--- config.mk ---
export PLATFORM = sky130hd
export DESIGN_NAME = spi_tgt
export DESIGN_NICKNAME = d
export VERILOG_FILES = /design/src/rtl/spi_tgt.sv
export SDC_FILE = /design/constraint.sdc
export NUM_CORES = 1
export LEC_CHECK = 0
export BUFFER_PORTS_ARGS = -buffer_cell sky130_fd_sc_hd__buf_2
export CELL_PAD_IN_SITES_DETAIL_PLACEMENT = 1
export CELL_PAD_IN_SITES_GLOBAL_PLACEMENT = 2
export CORE_MARGIN = 1.5
export CORE_UTILIZATION = 31
export DETAILED_ROUTE_END_ITERATION = 10
export PLACE_DENSITY = 0.76
export SLEW_MARGIN = 20
export SYNTH_ARGS = -nofsm -noshare
export SYNTH_HDL_FRONTEND = slang
export SYNTH_SLANG_ARGS = --single-unit
--- constraint.sdc ---
create_clock -name clk -period 1.6 [get_ports clk]
set_input_delay 0.32 -clock clk [delete_from_list [all_inputs] [get_ports clk]]
set_output_delay 0.32 -clock clk [all_outputs]
set_load 0.02 [all_outputs]
--- src/rtl/spi_tgt.sv ---
// spi_tgt: SPI mode-0 target that bridges an external initiator to a local memory port.
// Frame: R/W bit (1 = read), ADDR_W address bits, DATA_W data bits, all MSB first.
// Optional feature macro: SPI_TGT_BURST_EN keeps streaming words with an auto-incrementing
// address while CS stays low; without it each frame carries a single word.
module spi_tgt #(
  parameter int unsigned DATA_W      = 8,
  parameter int unsigned ADDR_W      = 4,
  parameter int unsigned SYNC_STAGES = 2
) (
  input  logic              clk,
  input  logic              rst,
  input  logic              sclk_in,
  input  logic              cs_in,
  input  logic              mosi_in,
  output logic              miso_out,
  output logic              miso_oe_out,
  output logic [ADDR_W-1:0] mem_addr_out,
  output logic [DATA_W-1:0] mem_wdata_out,
  output logic              mem_we_out,
  output logic              mem_re_out,
  input  logic [DATA_W-1:0] mem_rdata_in,
  output logic              busy_out
);

  localparam int unsigned MaxW = (ADDR_W > DATA_W) ? ADDR_W : DATA_W;
  localparam int unsigned CntW = $clog2(MaxW + 1);

  typedef enum logic [1:0] {StIdle, StHdr, StData, StWaitCs} state_e;

  logic [SYNC_STAGES-1:0] sclk_sync_q, cs_sync_q, mosi_sync_q;
  logic                   sclk_dly_q;
  logic                   sclk_s, cs_s, mosi_s, sclk_rise, sclk_fall;

  state_e              state_q, state_d;
  logic [CntW-1:0]     bitcnt_q, bitcnt_d;
  logic [ADDR_W-1:0]   hdr_q, hdr_d;
  logic [ADDR_W:0]     hdr_full;
  logic                rw_q, rw_d;
  logic [ADDR_W-1:0]   addr_q, addr_d;
  logic [DATA_W-1:0]   wdata_q, wdata_d;
  logic [DATA_W-1:0]   tx_q, tx_d;
  logic                we_q, we_d, re_q, re_d, ld_q;
  logic                miso_q, miso_d, oe_q, oe_d, busy_q, busy_d;

  assign sclk_s    = sclk_sync_q[SYNC_STAGES-1];
  assign cs_s      = cs_sync_q[SYNC_STAGES-1];
  assign mosi_s    = mosi_sync_q[SYNC_STAGES-1];
  assign sclk_rise = sclk_s & ~sclk_dly_q;
  assign sclk_fall = ~sclk_s & sclk_dly_q;

  // Input synchronizers plus one extra SCLK flop for edge detection.
  always_ff @(posedge clk) begin
    if (rst) begin
      sclk_sync_q <= '0;
      cs_sync_q   <= '1;
      mosi_sync_q <= '0;
      sclk_dly_q  <= 1'b0;
    end else begin
      sclk_sync_q <= {sclk_sync_q[SYNC_STAGES-2:0], sclk_in};
      cs_sync_q   <= {cs_sync_q[SYNC_STAGES-2:0], cs_in};
      mosi_sync_q <= {mosi_sync_q[SYNC_STAGES-2:0], mosi_in};
      sclk_dly_q  <= sclk_s;
    end
  end

  // Frame decoder: next state, shift registers and strobes.
  always_comb begin
    state_d  = state_q;
    bitcnt_d = bitcnt_q;
    hdr_d    = hdr_q;
    rw_d     = rw_q;
    addr_d   = addr_q;
    wdata_d  = wdata_q;
    tx_d     = tx_q;
    miso_d   = miso_q;
    we_d     = 1'b0;
    re_d     = 1'b0;
    hdr_full = {hdr_q, mosi_s};

    // Read data arrives one cycle after the read strobe.
    if (ld_q) tx_d = mem_rdata_in;
`ifdef SPI_TGT_BURST_EN
    // Advance only after the write strobe has gone out with the old address.
    if (we_q) addr_d = addr_q + ADDR_W'(1);
`endif

    unique case (state_q)
      StIdle: begin
        if (!cs_s) begin
          state_d  = StHdr;
          bitcnt_d = '0;
          hdr_d    = '0;
        end
      end
      StHdr: begin
        if (sclk_rise) begin
          hdr_d    = hdr_full[ADDR_W-1:0];
          bitcnt_d = bitcnt_q + CntW'(1);
          if (bitcnt_q == CntW'(ADDR_W)) begin
            rw_d     = hdr_full[ADDR_W];
            addr_d   = hdr_full[ADDR_W-1:0];
            re_d     = hdr_full[ADDR_W];
            bitcnt_d = '0;
            state_d  = StData;
          end
        end
      end
      StData: begin
        if (rw_q && sclk_fall) begin
          miso_d = tx_q[DATA_W-1];
          tx_d   = tx_q << 1;
        end
        if (sclk_rise) begin
          if (!rw_q) wdata_d = (wdata_q << 1) | DATA_W'(mosi_s);
          bitcnt_d = bitcnt_q + CntW'(1);
          if (bitcnt_q == CntW'(DATA_W - 1)) begin
            bitcnt_d = '0;
            we_d     = ~rw_q;
`ifdef SPI_TGT_BURST_EN
            if (rw_q) begin
              addr_d = addr_q + ADDR_W'(1);
              re_d   = 1'b1;
            end
`else
            state_d = StWaitCs;
`endif
          end
        end
      end
      StWaitCs: ;
      default: state_d = StIdle;
    endcase

    // CS release aborts any frame; a write not yet strobed is dropped.
    if (cs_s) begin
      state_d = StIdle;
      we_d    = 1'b0;
      re_d    = 1'b0;
    end

    oe_d   = (state_d == StData) && rw_d;
    busy_d = (state_d != StIdle);
    if (!oe_d) miso_d = 1'b0;
  end

  // State and registered outputs.
  always_ff @(posedge clk) begin
    if (rst) begin
      state_q  <= StIdle;
      bitcnt_q <= '0;
      hdr_q    <= '0;
      rw_q     <= 1'b0;
      addr_q   <= '0;
      wdata_q  <= '0;
      tx_q     <= '0;
      we_q     <= 1'b0;
      re_q     <= 1'b0;
      ld_q     <= 1'b0;
      miso_q   <= 1'b0;
      oe_q     <= 1'b0;
      busy_q   <= 1'b0;
    end else begin
      state_q  <= state_d;
      bitcnt_q <= bitcnt_d;
      hdr_q    <= hdr_d;
      rw_q     <= rw_d;
      addr_q   <= addr_d;
      wdata_q  <= wdata_d;
      tx_q     <= tx_d;
      we_q     <= we_d;
      re_q     <= re_d;
      ld_q     <= re_q;
      miso_q   <= miso_d;
      oe_q     <= oe_d;
      busy_q   <= busy_d;
    end
  end

  assign miso_out      = miso_q;
  assign miso_oe_out   = oe_q;
  assign mem_addr_out  = addr_q;
  assign mem_wdata_out = wdata_q;
  assign mem_we_out    = we_q;
  assign mem_re_out    = re_q;
  assign busy_out      = busy_q;

endmodule

Word-level counts from Yosys, hierarchy flattened

Cells that the tools add are included.

Flip-flop bits (word level): 44
Bits of input ports: 13
Logic and storage cells: 72

Add/sub/neg operators: 1
Equality and inequality tests: 8
Multiplexer cells: 20
Bitwise logic cells: 12
Reduce and logical (&&, ||, !) cells: 14

Operators by type and width:

| cell                                                            | count |
|---|---|
| 4-bit two-way mux                                               | 6 |
| 8-bit two-way mux                                               | 3 |
| 4-bit case mux with 3 select lines                              | 1 |
| 2-bit two-way mux                                               | 5 |
| 5-bit OR reduction                                              | 2 |
| 1-bit inverter                                                  | 9 |
| 3-bit AND reduction                                             | 3 |
| 4-bit by 3-bit == test with 1-bit output, second input constant | 2 |
| 8-bit by 1-bit OR with 8-bit output                             | 1 |
| 4-bit case mux with 2 select lines                              | 1 |
| 2-bit inequality test, second input constant                    | 3 |
| 2-bit case mux with 3 select lines                              | 1 |
| 4-bit by 1-bit adder with 4-bit output, second input constant   | 1 |
| 2-bit == test, second input constant                            | 2 |
| 4-bit AND reduction                                             | 1 |
| 2-bit nonzero test                                              | 2 |
| 1-bit two-way mux                                               | 3 |
| 3-bit nonzero test                                              | 1 |
| 1-bit bitwise AND                                               | 2 |
| 2-bit by 1-bit == test with 1-bit output, second input constant | 1 |
| 1-bit logical AND                                               | 2 |
| 2-bit zero test                                                 | 1 |
| 2-bit AND reduction                                             | 1 |
| 2-bit OR reduction                                              | 1 |

Logic depth before layout (Yosys ltp)

Depth in word-level cells: 9
Mapped depth: 7
Depth with buffers taken out: 6

Worst setup path before layout

OpenSTA, ideal clock, no wires.

Path type: register to register
Start: register state_q[0]
End: register bitcnt_q[2]
Setup time: 0.117 ns
Arrival: 1.450 ns
Path slack: 0.033 ns
Stages on the path, launching flop included: 8
Path buffers: 1
Period minus slack after synthesis: 1.567 ns
Cell sequence: dfxtp_1 inv_1 ha_1 buf_2 nor2_1 o211a_2 o31ai_1 a32o_1

Cells in the longest elaborated chain, start to end: 3
Elaborated cells between the ends (all ways): 9
Classes of those cells: eq/ne (5); mux (1); reduce/logical (3)

Ends and longest elaborated chain:

| item                                                                         | line | source |
|---|---|---|
| from (decl)                                                                  | 34   | `state_e state_q, state_d;` |
| from (signal assigned)                                                       | 149  | `state_q <= StIdle;` |
| from (signal assigned)                                                       | 163  | `state_q <= state_d;` |
| 2-bit by 1-bit == test with 1-bit output (tied with other cells)             | 87   | `unique case (state_q)` |
| 2-bit inequality test (no source line) or 3-bit nonzero test (tied branches) | --   |  |
| 4-bit AND reduction (no source line)                                         | --   |  |
| to (signal assigned)                                                         | 164  | `bitcnt_q <= bitcnt_d;` |
| to (decl)                                                                    | 35   | `logic [CntW-1:0] bitcnt_q, bitcnt_d;` |

Several ways; a longest one is shown, not always the timed one.
A chain may end at the register's enable or synchronous reset.

Worst setup path after layout

Start: register state_q[1]
End: register miso_q, in the netlist miso_out

Cells in the longest elaborated chain, start to end: 8
Elaborated cells between the ends (all ways): 15
Classes of those cells: eq/ne (3); mux (7); bitwise (1); reduce/logical (4)

Ends and longest elaborated chain:

| item                                        | line    | source |
|---|---|---|
| 2-bit two-way mux, on equally long branches | 116, 99 |  |
| 2-bit two-way mux, on equally long branches | 113, 96 |  |
| 2-bit case mux with 3 select lines          | 87      |  |
| 2-bit two-way mux                           | 135     | `if (cs_s) begin` |
| 2-bit == test                               | 141     | `oe_d = (state_d == StData) && rw_d;` |
| 1-bit logical AND                           | 141     |  |
| 1-bit inverter (no source line)             | --      |  |
| 2-bit OR reduction (no source line)         | --      |  |
| to (signal assigned)                        | 173     | `miso_q <= miso_d;` |
| to (decl)                                   | 43      | `logic miso_q, miso_d, oe_q, oe_d, busy_q, busy_d;` |

Several ways; a longest one is shown, not always the timed one.

==> out/metrics.cfg <==
[sta]
finalHoldViolations=0
finalCriticalPeriod_ns=1.52
period_share_pct=95.1
rsz0062_at_grt=yes
setup_violations=0
max-slew-margin-rel_pct=75.0
slew_violations=0
max_freq_ghz=0.657
setup_ws_ns=0.0785
final.setup.tns_ns=0
finClkSkew_ns=0.00698
worst_pin_slew_ns=0.374

[power]
p_per_area_mw_per_mm2=805
p_leak_nw=1.01
ir_drop_mv=0.334

[global_routing]
grt_use_total_pct=13.8
grt_pass1_vias=1410
grt_max_degree=24
gr-total-overflow=0
grtUsageMet1_pct=18.8
antenna_found_initial=0
grt_pass1_wl_mm=6.83
grt.busiest_layer=met2
use_met2_pct=20.8
grt_use_met3_pct=3.41

[synthesis]
synthCells=191
synth_fa_ha_area_share_pct=4.73
syn_avg_cell_area_um2=9.69
synthFlopType=dfxtp_1
synth-xor-area-share_pct=0
netlist_area_mm2=0.00185
synth_cell_types=43
synth.top_cells.by_count=dfxtp_1 (44), nand2_1 (22), nor2_1 (22)
synth_most_common_cell=dfxtp_1
ys_warn_count=0
synth-compound-area-share_pct=13.7
async_reset_ff_share_pct=0
yosysTopAreaCell=dfxtp_1
ys_top_cells_by_area=dfxtp_1 (48%), mux2i_1 (7.0%), ha_1 (4.7%)
synth_top_area_share_pct=47.6
synth-simple-area-share_pct=23.5
syn_nets=211
ys_seq_area_share_pct=47.6
synth.area.mux_share_pct=7.64
synth-edff-count=0
synth_top_family_by_area=simple AND/OR/NAND/NOR gates
ys_ff_latch=44

[setup_path]
cp_slowest_cell=dfxtp_4
cp_slowest_stage_delay_ns=0.38
required_ns=1.81
path_max_fanout=8
cp_data_arrival_time_ns=1.73
cp_cell_sequence=inv_4, ha_4, nand3b_4, nor2_8, mux2i_1, buf_4, nor4_4
crit_type=flip-flop to flip-flop
cp-start-kind=flip-flop
end_kind=flip-flop

[route]
finalWirelength_mm=4.14
dr.pass1.iters=4
initialDrtViolationCount=41
vias=1457
via_per_inst=4.76
drtAntennaViolNets=0
routedWlPerCell_um=13.5
drc=0

[cts]
path_clk_slew_ns=0.07
cts_buffers=5
ctsHoldBuffers=0
cts_tree=built
cts_sinks=44
cts_buffer_depth=2
post_cts.repair.setup_buffers=0
ctsRootBufferMaster=clkbuf_8
htreeDepth=2
clock_latency_ns=0.30

[die]
core_area_mm2=0.00564
num_rows=27
die_width_um=80.3
dieArea_mm2=0.00644
io_pins=30
start_util_pct=32.8
dieHeight_um=80.3

[finish]
area_growth_pct=29.3
multi_input_area_mm2=0.00103
drive_gt1_share_pct=34.2
nFillCells=677
fin_area_mm2=0.00239
seq_area_um2=890
antenna_cells=0
fin_nets=254

[placement]
gp_congestion=0.759
dpl.hpwl_mm=3.04
preCtsSetupSlack_ns=-0.169
dpl_cell_area_mm2=0.00217
port_buffers=29

[worst_hold_path]
worstHoldPathType=input port to flip-flop

[run_status]
outcome=complete, no violations

[job]
cap_viol_max_count=0

[power by group]
| group | leakage [nW] | internal [mW] | switching [mW] | total, mW |
|---|---|---|---|---|
| sequential | 0.358 | 1.10 | 0.00761 | 1.11 |
| combinational | 0.600 | 0.0349 | 0.0423 | 0.0773 |
| clock | 0.0503 | 0.385 | 0.358 | 0.743 |
[logic make-up after synthesis]
logic type	after synthesis
AO/OA/AOI/OAI	36
adder cells (fa/ha/maj)	7
flip-flops	44
buffers and inverters	13
AND/OR/NAND/NOR	77
multiplexers	14
[worst max-delay path: cells and delay by family (launching register included)]
family / cells / cell delay [ns]
and+or+nand+nor: 3 / 0.55
buffers and inverters: 2 / 0.24
DFF: 1 / 0.38
muxes: 1 / 0.08
adders and majority gates: 1 / 0.20
[worst paths after layout]
path | cells past startpoint | slack (ns) | start | endpoint
worst min-delay path | 2 | 0.21 | cs_in | cs_sync_q[0]$_SDFF_PP1_
worst max register to register | 7 | 0.08 | state_q[1]$_SDFF_PP0_ | miso_out$_SDFFE_PP0P_
worst max-delay path | 7 | 0.08 | state_q[1]$_SDFF_PP0_ | miso_out$_SDFFE_PP0P_
worst min register to register | 1 | 0.43 | cs_sync_q[0]$_SDFF_PP1_ | cs_sync_q[1]$_SDFF_PP1_
[flip-flops by register name (all words and copies together), names as in the netlist]
register / flops
mem_wdata_out: 8
tx_q: 8
bitcnt_q: 4
hdr_q: 4
mem_addr_out: 4
cs_sync_q: 2
mosi_sync_q: 2
sclk_sync_q: 2
state_q: 2
busy_out: 1
ld_q: 1
mem_re_out: 1
mem_we_out: 1
miso_oe_out: 1
miso_out: 1
rw_q: 1
sclk_dly_q: 1
[timing repair]
| item | in CTS | in global routing |
|---|---|---|
| cloned | 0 | 0 |
| pin swaps | 0 | 6 |
| endpoints found under the setup margin | 29 | 19 |
| gates resized for setup | 8 | 20 |
[area by class of cell]
type                    count  share of cell area [%]
repair buffers             43                    11.0
well taps                  72                    3.76
clock buffers               7                    4.03
flip-flops and latches     44                    37.2
inverters                   6                    1.05
multi-input cells         134                    43.0
[per-layer routing]
| layer | share of wire (%) | up-vias |
|---|---|---|
| li1 | - | 756 |
| met1 | 50 | 675 |
| met2 | 46 | 21 |
| met3 | 3.4 | 5 |
| met4 | 1.5 | 0 |
| met5 | 0 | - |
[through the flow]
stage                     instances  hold WS (ns)  util (%)  total power, mW
final                           306         0.207      42.4             1.93
after detailed placement        299         0.412      38.5             1.21
after CTS                       306         0.199      41.0             1.96
after floorplan                 191         0.389         -             1.17
after global placement          299         0.394      38.5             1.21
after global routing            306         0.209      42.4             2.02
[layout by cell type (no fill, tap or decap), types with 6 or more instances in the layout]
master and count:
a211oi_1 6, a21oi_1 9, buf_2 29, buf_4 13
clkbuf_8 7, dfxtp_1 41, mux2i_1 13, nand2_1 22
nor2_1 22, nor2b_1 6
No activity file was read; power rests on OpenSTA's default activity.
